**config.mk**
```make
export PLATFORM = sky130hd
export DESIGN_NAME = scottcpu_alu_seq_flat
export DESIGN_NICKNAME = d
export VERILOG_FILES = /design/src/rtl/scottcpu_alu_seq_if.sv /design/src/rtl/scottcpu_alu_seq.sv /design/src/flat_wrapper.sv
export SDC_FILE = /design/constraint.sdc
export NUM_CORES = 1
export LEC_CHECK = 0
export ABC_AREA = 1
export CORE_AREA = 5 5 118 120
export CTS_CLUSTER_SIZE = 30
export DETAILED_ROUTE_END_ITERATION = 12
export DIE_AREA = 0 0 123 125
export MAX_ROUTING_LAYER = met4
export PLACE_DENSITY = 0.8
export SLEW_MARGIN = 25
export SYNTH_ARGS = -nofsm -noshare
export SYNTH_HDL_FRONTEND = slang
export SYNTH_SLANG_ARGS = --single-unit
export TNS_END_PERCENT = 1
```
**constraint.sdc**
```tcl
create_clock -name CLK -period 3.65 [get_ports CLK]
set_input_delay 0.9125 -clock CLK [delete_from_list [all_inputs] [get_ports CLK]]
set_output_delay 0.9125 -clock CLK [all_outputs]
set_load 0.03 [all_outputs]
```
**src/rtl/scottcpu_alu_seq_if.sv**
```systemverilog
// Request/response bundle between the CPU control unit and the multi-byte ALU sequencer.
// The control unit drives the master side; the sequencer sits on the slave side.
interface scottcpu_alu_seq_if #(
  parameter int NBYTES = 4
);
  logic                  START;
  logic [2:0]            OP;
  logic                  CIN;
  logic [8*NBYTES-1:0]   A_IN;
  logic [8*NBYTES-1:0]   B_IN;
  logic                  BUSY;
  logic                  DONE;
  logic [8*NBYTES-1:0]   RESULT;
  logic                  CF;
  logic                  ZF;
  logic                  EF;

  modport master (
    output START, OP, CIN, A_IN, B_IN,
    input  BUSY, DONE, RESULT, CF, ZF, EF
  );

  modport slave (
    input  START, OP, CIN, A_IN, B_IN,
    output BUSY, DONE, RESULT, CF, ZF, EF
  );
endinterface

```
**src/rtl/scottcpu_alu_seq.sv**
```systemverilog
// Multi-byte sequencer: streams wide operands one byte per cycle through the 8-bit
// scottcpu ALU, chaining carry between bytes and aggregating zero/equal flags.

module scottcpu_alu (
  input  logic [7:0] a,
  input  logic [7:0] b,
  input  logic       cfin,
  input  logic [2:0] op,
  output logic [7:0] result,
  output logic       cfout,
  output logic       zf,
  output logic       ef
);
  // Byte ALU: logic ops (3-7) never produce a carry.
  always_comb begin
    result = 8'h00;
    cfout  = 1'b0;
    case (op)
      3'd0: {cfout, result} = {1'b0, a} + {1'b0, b} + {8'h00, cfin};
      3'd1: begin
        result = {a[6:0], cfin};
        cfout  = a[7];
      end
      3'd2: begin
        result = {cfin, a[7:1]};
        cfout  = a[0];
      end
      3'd3: result = ~a;
      3'd4: result = a & b;
      3'd5: result = a | b;
      3'd6: result = a ^ b;
      3'd7: result = 8'h00;
      default: result = 8'h00;
    endcase
    zf = (result == 8'h00);
    ef = (a == b);
  end
endmodule

module scottcpu_alu_seq #(
  parameter int NBYTES = 4
) (
  input  logic                 CLK,
  input  logic                 RST,
  scottcpu_alu_seq_if.slave    bus
);
  localparam int W    = 8 * NBYTES;
  localparam int IDXW = (NBYTES > 1) ? $clog2(NBYTES) : 1;
  localparam logic [IDXW-1:0] LAST_IDX = IDXW'(NBYTES - 1);

  typedef enum logic [0:0] {
    ST_IDLE = 1'b0,
    ST_RUN  = 1'b1
  } state_t;

  state_t          state_r;
  logic [2:0]      op_r;
  logic [W-1:0]    a_r;
  logic [W-1:0]    b_r;
  logic [W-1:0]    work_r;
  logic            carry_r;
  logic [IDXW-1:0] idx_r;
  logic            zacc_r;
  logic            eacc_r;

  logic            busy_r;
  logic            done_r;
  logic [W-1:0]    result_r;
  logic            cf_r;
  logic            zf_r;
  logic            ef_r;

  logic [IDXW-1:0] sel_s;
  logic [IDXW+2:0] shamt_s;
  logic [7:0]      a_byte_s;
  logic [7:0]      b_byte_s;
  logic [W-1:0]    work_next_s;
  logic [7:0]      alu_res_s;
  logic            alu_cf_s;
  logic            alu_zf_s;
  logic            alu_ef_s;

  // Byte selection: shr walks MSB-first so the carry travels downward.
  always_comb begin
    if (op_r == 3'd2) begin
      sel_s = LAST_IDX - idx_r;
    end else begin
      sel_s = idx_r;
    end
    shamt_s     = {sel_s, 3'b000};
    a_byte_s    = 8'(a_r >> shamt_s);
    b_byte_s    = 8'(b_r >> shamt_s);
    work_next_s = (work_r & ~(W'(8'hFF) << shamt_s)) | (W'(alu_res_s) << shamt_s);
  end

  scottcpu_alu u_alu (
    .a      (a_byte_s),
    .b      (b_byte_s),
    .cfin   (carry_r),
    .op     (op_r),
    .result (alu_res_s),
    .cfout  (alu_cf_s),
    .zf     (alu_zf_s),
    .ef     (alu_ef_s)
  );

  // Sequencer FSM; RESULT is only updated from the working register on completion.
  always_ff @(posedge CLK) begin
    if (!RST) begin
      state_r  <= ST_IDLE;
      op_r     <= 3'd0;
      a_r      <= '0;
      b_r      <= '0;
      work_r   <= '0;
      carry_r  <= 1'b0;
      idx_r    <= '0;
      zacc_r   <= 1'b0;
      eacc_r   <= 1'b0;
      busy_r   <= 1'b0;
      done_r   <= 1'b0;
      result_r <= '0;
      cf_r     <= 1'b0;
      zf_r     <= 1'b0;
      ef_r     <= 1'b0;
    end else begin
      done_r <= 1'b0;
      case (state_r)
        ST_IDLE: begin
          if (bus.START) begin
            op_r    <= bus.OP;
            a_r     <= bus.A_IN;
            b_r     <= bus.B_IN;
            carry_r <= bus.CIN;
            work_r  <= '0;
            idx_r   <= '0;
            zacc_r  <= 1'b1;
            eacc_r  <= 1'b1;
            busy_r  <= 1'b1;
            state_r <= ST_RUN;
          end
        end
        ST_RUN: begin
          work_r  <= work_next_s;
          carry_r <= alu_cf_s;
          zacc_r  <= zacc_r & alu_zf_s;
          eacc_r  <= eacc_r & alu_ef_s;
          if (idx_r == LAST_IDX) begin
            idx_r    <= '0;
            busy_r   <= 1'b0;
            done_r   <= 1'b1;
            result_r <= work_next_s;
            cf_r     <= alu_cf_s;
            zf_r     <= zacc_r & alu_zf_s;
            ef_r     <= eacc_r & alu_ef_s;
            state_r  <= ST_IDLE;
          end else begin
            idx_r <= idx_r + IDXW'(1);
          end
        end
        default: begin
          state_r <= ST_IDLE;
          busy_r  <= 1'b0;
          idx_r   <= '0;
        end
      endcase
    end
  end

  assign bus.BUSY   = busy_r;
  assign bus.DONE   = done_r;
  assign bus.RESULT = result_r;
  assign bus.CF     = cf_r;
  assign bus.ZF     = zf_r;
  assign bus.EF     = ef_r;
endmodule
```
**src/flat_wrapper.sv**
```systemverilog
// flat-port wrapper written by rule: the top's interface ports become plain ports
module scottcpu_alu_seq_flat 
#(
  parameter int NBYTES = 4
)
  (CLK, RST, bus_START, bus_OP, bus_CIN, bus_A_IN, bus_B_IN, bus_BUSY, bus_DONE, bus_RESULT, bus_CF, bus_ZF, bus_EF);
  scottcpu_alu_seq_if #(.NBYTES(NBYTES)) bus_i ();
  input  logic CLK;
  input  logic RST;
  input wire logic [$bits(bus_i.START)-1:0] bus_START;
  input wire logic [$bits(bus_i.OP)-1:0] bus_OP;
  input wire logic [$bits(bus_i.CIN)-1:0] bus_CIN;
  input wire logic [$bits(bus_i.A_IN)-1:0] bus_A_IN;
  input wire logic [$bits(bus_i.B_IN)-1:0] bus_B_IN;
  output wire logic [$bits(bus_i.BUSY)-1:0] bus_BUSY;
  output wire logic [$bits(bus_i.DONE)-1:0] bus_DONE;
  output wire logic [$bits(bus_i.RESULT)-1:0] bus_RESULT;
  output wire logic [$bits(bus_i.CF)-1:0] bus_CF;
  output wire logic [$bits(bus_i.ZF)-1:0] bus_ZF;
  output wire logic [$bits(bus_i.EF)-1:0] bus_EF;
  assign bus_i.START = bus_START;
  assign bus_i.OP = bus_OP;
  assign bus_i.CIN = bus_CIN;
  assign bus_i.A_IN = bus_A_IN;
  assign bus_i.B_IN = bus_B_IN;
  assign bus_BUSY = bus_i.BUSY;
  assign bus_DONE = bus_i.DONE;
  assign bus_RESULT = bus_i.RESULT;
  assign bus_CF = bus_i.CF;
  assign bus_ZF = bus_i.ZF;
  assign bus_EF = bus_i.EF;
  scottcpu_alu_seq #(.NBYTES(NBYTES)) u_core (.CLK(CLK), .RST(RST), .bus(bus_i));
endmodule
```
[After elaboration in Yosys (flattened, before gate mapping)]
Cells that the tools add are included.
Widths: inputs -> output; s select.
Storage, ports and cells
  bits in registers: 142
  input bits: 71
  output and inout bits: 37
  word-level logic and storage cells: 69
Cells by class
  add/subtract/negate cells: 4
  eq/ne operators: 11
  shift operators: 4
  multiplexer cells: 19
  bitwise logic cells: 10
  reduce and logical (&&, ||, !) cells: 6
Operator list (count)
  $pmux 32 s2: 1
  $pmux 8 s8: 1
  $shr 32x5->8: 2
  $and 32x32->32: 1
  $mux 32: 1
  $not 32->32: 1
  $or 32x32->32: 1
  $shl 8x5->32: 1
  $shl 8x5->32 const A: 1
  $eq 3x3->1 const B: 4
  $pmux 1 s2: 5
  $add 8x8->9: 1
  $add 9x1->9: 1
  $and 8x8->8: 1
  $eq 8x8->1: 1
  $logic_not 8->1: 1
  $not 8->8: 1
  $or 8x8->8: 1
  $reduce_and 2->1: 4
  $xor 8x8->8: 1
  $eq 3x2->1 const B: 2
  $mux 1: 6
  $mux 2: 3
  $ne 2x2->1 const B: 2
  other kinds (9): 10

[Longest topological paths before layout]
  depth after elaboration: 9
  depth in mapped cells: 25
  mapped depth without buffers: 24

[Cells and area by module]
Synthesis repeated with hierarchy kept, for this count alone.
Second synthesis, totals
  cells, all modules: 1115
  area, all modules: 7462.2 µm²
By module, submodules not included
  scottcpu_alu_seq: instances 1, cells an instance 899, area each 6261.0 µm², seq. area each 2842.7 µm²
  scottcpu_alu: instances 1, cells an instance 216, area each 1201.2 µm², seq. area each 0.0 µm²

[Worst setup path before layout]
No wires, ideal clock.
  path kind: register to register
  start point: register u_core.op_r[0]
  end point: register u_core.zacc_r
  setup time: 0.066 ns
  data arrival time: 3.322 ns
  required time: 3.584 ns
  slack: 0.262 ns
  cell stages (with the launch flop): 25
  buffers on the path: 1
  clock period less this slack: 3.388 ns
  path through: dfxtp_1 inv_2 nand4_2 nand2_4 buf_8 nor2_1 a22oi_1 inv_1 a221oi_1 fa_1 inv_1 fa_1 nand3_1 nand2_1 nand2_1 nand2_1 nand2_1 nand2_1 xnor2_1 nand2_1 nand2_2 nand2_1 nor2_1 nand2_1 a21oi_2
Between the ends
  word-level cells in the longest chain between the ends: 9
  elaborated cells on any way between the ends: 21
  classes of those cells: 2 x add/sub; 7 x eq/ne; 2 x shift; 3 x mux; 5 x bitwise; 2 x reduce/logical
RTL lines
  start, declared: RTL line scottcpu_alu_seq.sv:57  | logic [2:0] op_r;
  start signal, assigned: RTL line scottcpu_alu_seq.sv:130  | op_r <= bus.OP;
  $eq 3x2->1: RTL line scottcpu_alu_seq.sv:18, scottcpu_alu_seq.sv:85
  $mux 2: RTL line scottcpu_alu_seq.sv:85  | if (op_r == 3'd2) begin
  $shr 32x5->8, on equally long branches: RTL line scottcpu_alu_seq.sv:91, scottcpu_alu_seq.sv:92
  $add 8x8->9: RTL line scottcpu_alu_seq.sv:19  | 3'd0: {cfout, result} = {1'b0, a} + {1'b0, b} + {8'h00, cfin};
  $add 9x1->9: RTL line scottcpu_alu_seq.sv:19
  $pmux 8 s8 (*): RTL line scottcpu_alu_seq.sv:18  | case (op)
  $logic_not 8->1 (*): RTL line scottcpu_alu_seq.sv:35  | zf = (result == 8'h00);
  $and 1x1->1 (*): RTL line scottcpu_alu_seq.sv:145  | zacc_r <= zacc_r & alu_zf_s;
  $pmux 1 s2 (*): RTL line scottcpu_alu_seq.sv:127  | case (state_r)
  end signal, assigned: RTL line scottcpu_alu_seq.sv:145
  end, declared: RTL line scottcpu_alu_seq.sv:63  | logic zacc_r;
Every way passes the cells marked *; elsewhere a longest branch is shown, timed or not.
A chain may end at the register's enable or synchronous reset.

[Final worst setup path]
  start point: register u_core.op_r[2]
  end point: register u_core.zacc_r
The elaborated chain is that of the path after synthesis.

==> results.toml <==
[cts]
clockBufferDepth = 2
cts_sinks = 142
clk_pin_slew_ns = 0.06
cts_root_buf = "clkbuf_16"
tritoncts = "done"
cts_hold_buffers = 0
htree_levels = 4
clk_latency_ns = 0.42
numCtsBuffers = 17

[outcome]
outcome = "completed"

[power]
pwr_density_cell_mw_per_mm2 = 508
switchingPower_w = 0.00138
swShare = 0.308
vdd_ir_drop_max_v = 0.000343
intPower_w = 0.00310
p_leak_nw = 3.66
p_seq_frac = 0.376
comb_power_share = 0.244
pwr-share-clk = 0.380

[worst_setup_path]
worstSetupPathType = "flip-flop to flip-flop"
critPathCaptureType = "flip-flop"
worstPathArrival_ns = 3.74
start_kind = "flip-flop"
r2r_cells = 23
critPathTopFamily = "simple AND/OR/NAND/NOR gates"
required_ns = 4.01
cpMaxStageDelayCell = "dfxtp_4"
crit_chain = "inv_4, nand3_4, buf_4, nand2_4, nand2_4, buf_4, nor2_4, buf_4, inv_1, o21a_1, inv_1, ha_1, a21oi_1, nand2_1, nand4_1, nand3_1, a21oi_1, o21ai_0, nand2_2, nand2_1, nor2_1, nand2_1, a21oi_2"
slowest_delay_ns = 0.36
cp.depth = 23
worst-path-buf-inv = 6
cp_max_fo = 15

[timing]
fin_tns_setup_ns = 0
final.setup_skew_ns = 0.00497
fin_crit_ns = 3.39
fin_ws_ns = 0.263
slew_violations = 0
fin_crit_sh = 0.928
hold_violations = 0
slew_headroom = 0.359
setup-violations-final = 0
tightest_slew_ns = 0.958
fmax_ghz = 0.295

[job]
maxCapViolations = 0

[route]
vias = 6669
wl_mm = 19.0
drc_errors = 0
wl_per_cell_um = 15.2
dr.pass1.iters = 5
drtAntennaViolNets = 0
drt_iter0_drc = 424
vias_per_cell = 5.35

[global_routing]
grt_pass1_vias = 6156
grt_usage = 0.256
grt_pass1_wl_mm = 30.5
antenna_found_initial = 0
grt_use_met2 = 0.386
grtUsageMet3 = 0.0610
grt_max_degree = 96
grt_overflow_total = 0
grt.busiest_layer = "met2"
use_met1 = 0.337

[yosys]
syn-num-nets = 1041
synth_ff_type = "dfxtp_1"
syn_area_per_cell_um2 = 7.12
synth_edf_count = 0
synth_cell_types = 43
synth-seq-area-share = 0.420
ys_warn_count = 0
async_reset_ff_frac = 0
synth_area_mm2 = 0.00677
syn-instance-count = 951
ys_ff_latch = 142

[layout]
utilization = 0.686
n_antenna_cell = 0
mostFrequentLayoutCells = "nand2_1 (219), dfxtp_1 (139), o21ai_0 (126), clkdlybuf4s50_1 (106), nor2_1 (92)"
area_growth_pct = 30.5
fill_cells = 1117
layout-drive-gt1-share = 0.119
layout_commonest_cell = "nand2_1"
layout.nets = 1150

[die]
start_util = 0.526
ioPinCount = 108
die_w_um = 123
rows = 42
coreArea_mm2 = 0.0129
die-area_mm2 = 0.0154
die_h_um = 125

[worst_hold_path]
hold_depth = 2
hold_class = "flip-flop to flip-flop"

[placed_design]
gp_congestion = 0.989
io_buffers = 107
place_hpwl_mm = 13.4
pre_cts_ws_ns = -0.0680
## cells by family after synthesis
family                   synth area share
AO/OA/AOI/OAI                       0.214
XOR/XNOR                          0.00499
adder cells (fa/ha/maj)            0.0374
buffers and inverters              0.0740
flip-flops                          0.420
AND/OR/NAND/NOR                     0.249
## state kept, by name, indices dropped and copies added, names as in the netlist
name,cells
u_core.state_r,1
u_core.bus.DONE,1
u_core.a_r,32
u_core.work_r,32
u_core.bus.EF,1
u_core.b_r,32
u_core.bus.RESULT,32
u_core.bus.CF,1
u_core.bus.BUSY,1
u_core.op_r,3
u_core.bus.ZF,1
u_core.eacc_r,1
u_core.zacc_r,1
u_core.carry_r,1
u_core.idx_r,2
## worst register-to-register path, delay by kind of cell (launching register included)
family | cells | cell delay [ns]
DFF | 1 | 0.36
buffers and inverters | 6 | 0.76
adders and majority gates | 1 | 0.30
and+or+nand+nor | 11 | 1.18
AOI/OAI and AO/OA | 5 | 0.71
## what timing repair did
item / CTS / global route
endpoints found under the setup margin: 11 / 48
pin swaps: 0 / 7
setup buffers: 0 / 12
gates resized for setup: 3 / 33
## path summary, 6_finish.rpt
| path | start | end | slack, ns |
|---|---|---|---|
| setup / recovery | u_core.op_r[2] | u_core.zacc_r | 0.26 |
| hold / removal | u_core.bus.RESULT[19] | u_core.bus.RESULT[19] | 0.45 |
| setup reg to reg | u_core.op_r[2] | u_core.zacc_r | 0.26 |
| hold reg to reg | u_core.bus.RESULT[19] | u_core.bus.RESULT[19] | 0.45 |
## power by group through the flow
stage | Clock [W] | Sequential (W) | Combinational (W)
after global routing | 0.00179 | 0.00169 | 0.00122
after CTS | 0.00171 | 0.00168 | 0.00102
final | 0.00170 | 0.00169 | 0.00109
after floorplan | 0 | 0.00170 | 0.000683
after global placement | 0 | 0.00171 | 0.00101
after detailed placement | 0 | 0.00171 | 0.00100
## area by class of cell
class / count / area, µm² / share of cell area
clock buffer: 21 / 470 / 0.0533
timing repair buffer: 139 / 1340 / 0.151
multi-input combinational: 683 / 3540 / 0.401
inverter: 77 / 299 / 0.0339
sequential: 142 / 2850 / 0.323
clock inverter: 9 / 111 / 0.0126
tap: 176 / 220 / 0.0249
## Yosys cell counts (all sizes together) (6+ instances only)
library cell / count / area share
or2: 9 / 0.0083
nor2: 100 / 0.056
clkbuf: 37 / 0.021
nand2: 239 / 0.14
inv: 77 / 0.043
o22ai: 7 / 0.0065
a21oi: 78 / 0.059
ha: 17 / 0.031
o21ai: 133 / 0.10
dfxtp: 142 / 0.42
a221oi: 6 / 0.0078
nand3: 47 / 0.037
o211ai: 25 / 0.028
buf: 12 / 0.010
## per-layer routing
layer,wire length (µm),share of wire,vias to the layer above
li1,-,-,3373
met2,8710,0.46,208
met4,454,0.024,0
met1,8600,0.45,3054
met3,1220,0.064,34
met5,0,0,-
## per-stage QoR
| stage | power [W] | instance area, µm² | instances | hold slack [ns] |
|---|---|---|---|---|
| after floorplan | 0.00239 | 6770 | 951 | 0.429 |
| after global placement | 0.00272 | 8010 | 1205 | 0.437 |
| after detailed placement | 0.00272 | 8010 | 1205 | 0.439 |
| after CTS | 0.00442 | 8610 | 1235 | 0.453 |
| after global routing | 0.00470 | 8830 | 1247 | 0.473 |
| final | 0.00448 | 8830 | 1247 | 0.448 |
(Power assumes the default switching activity.)
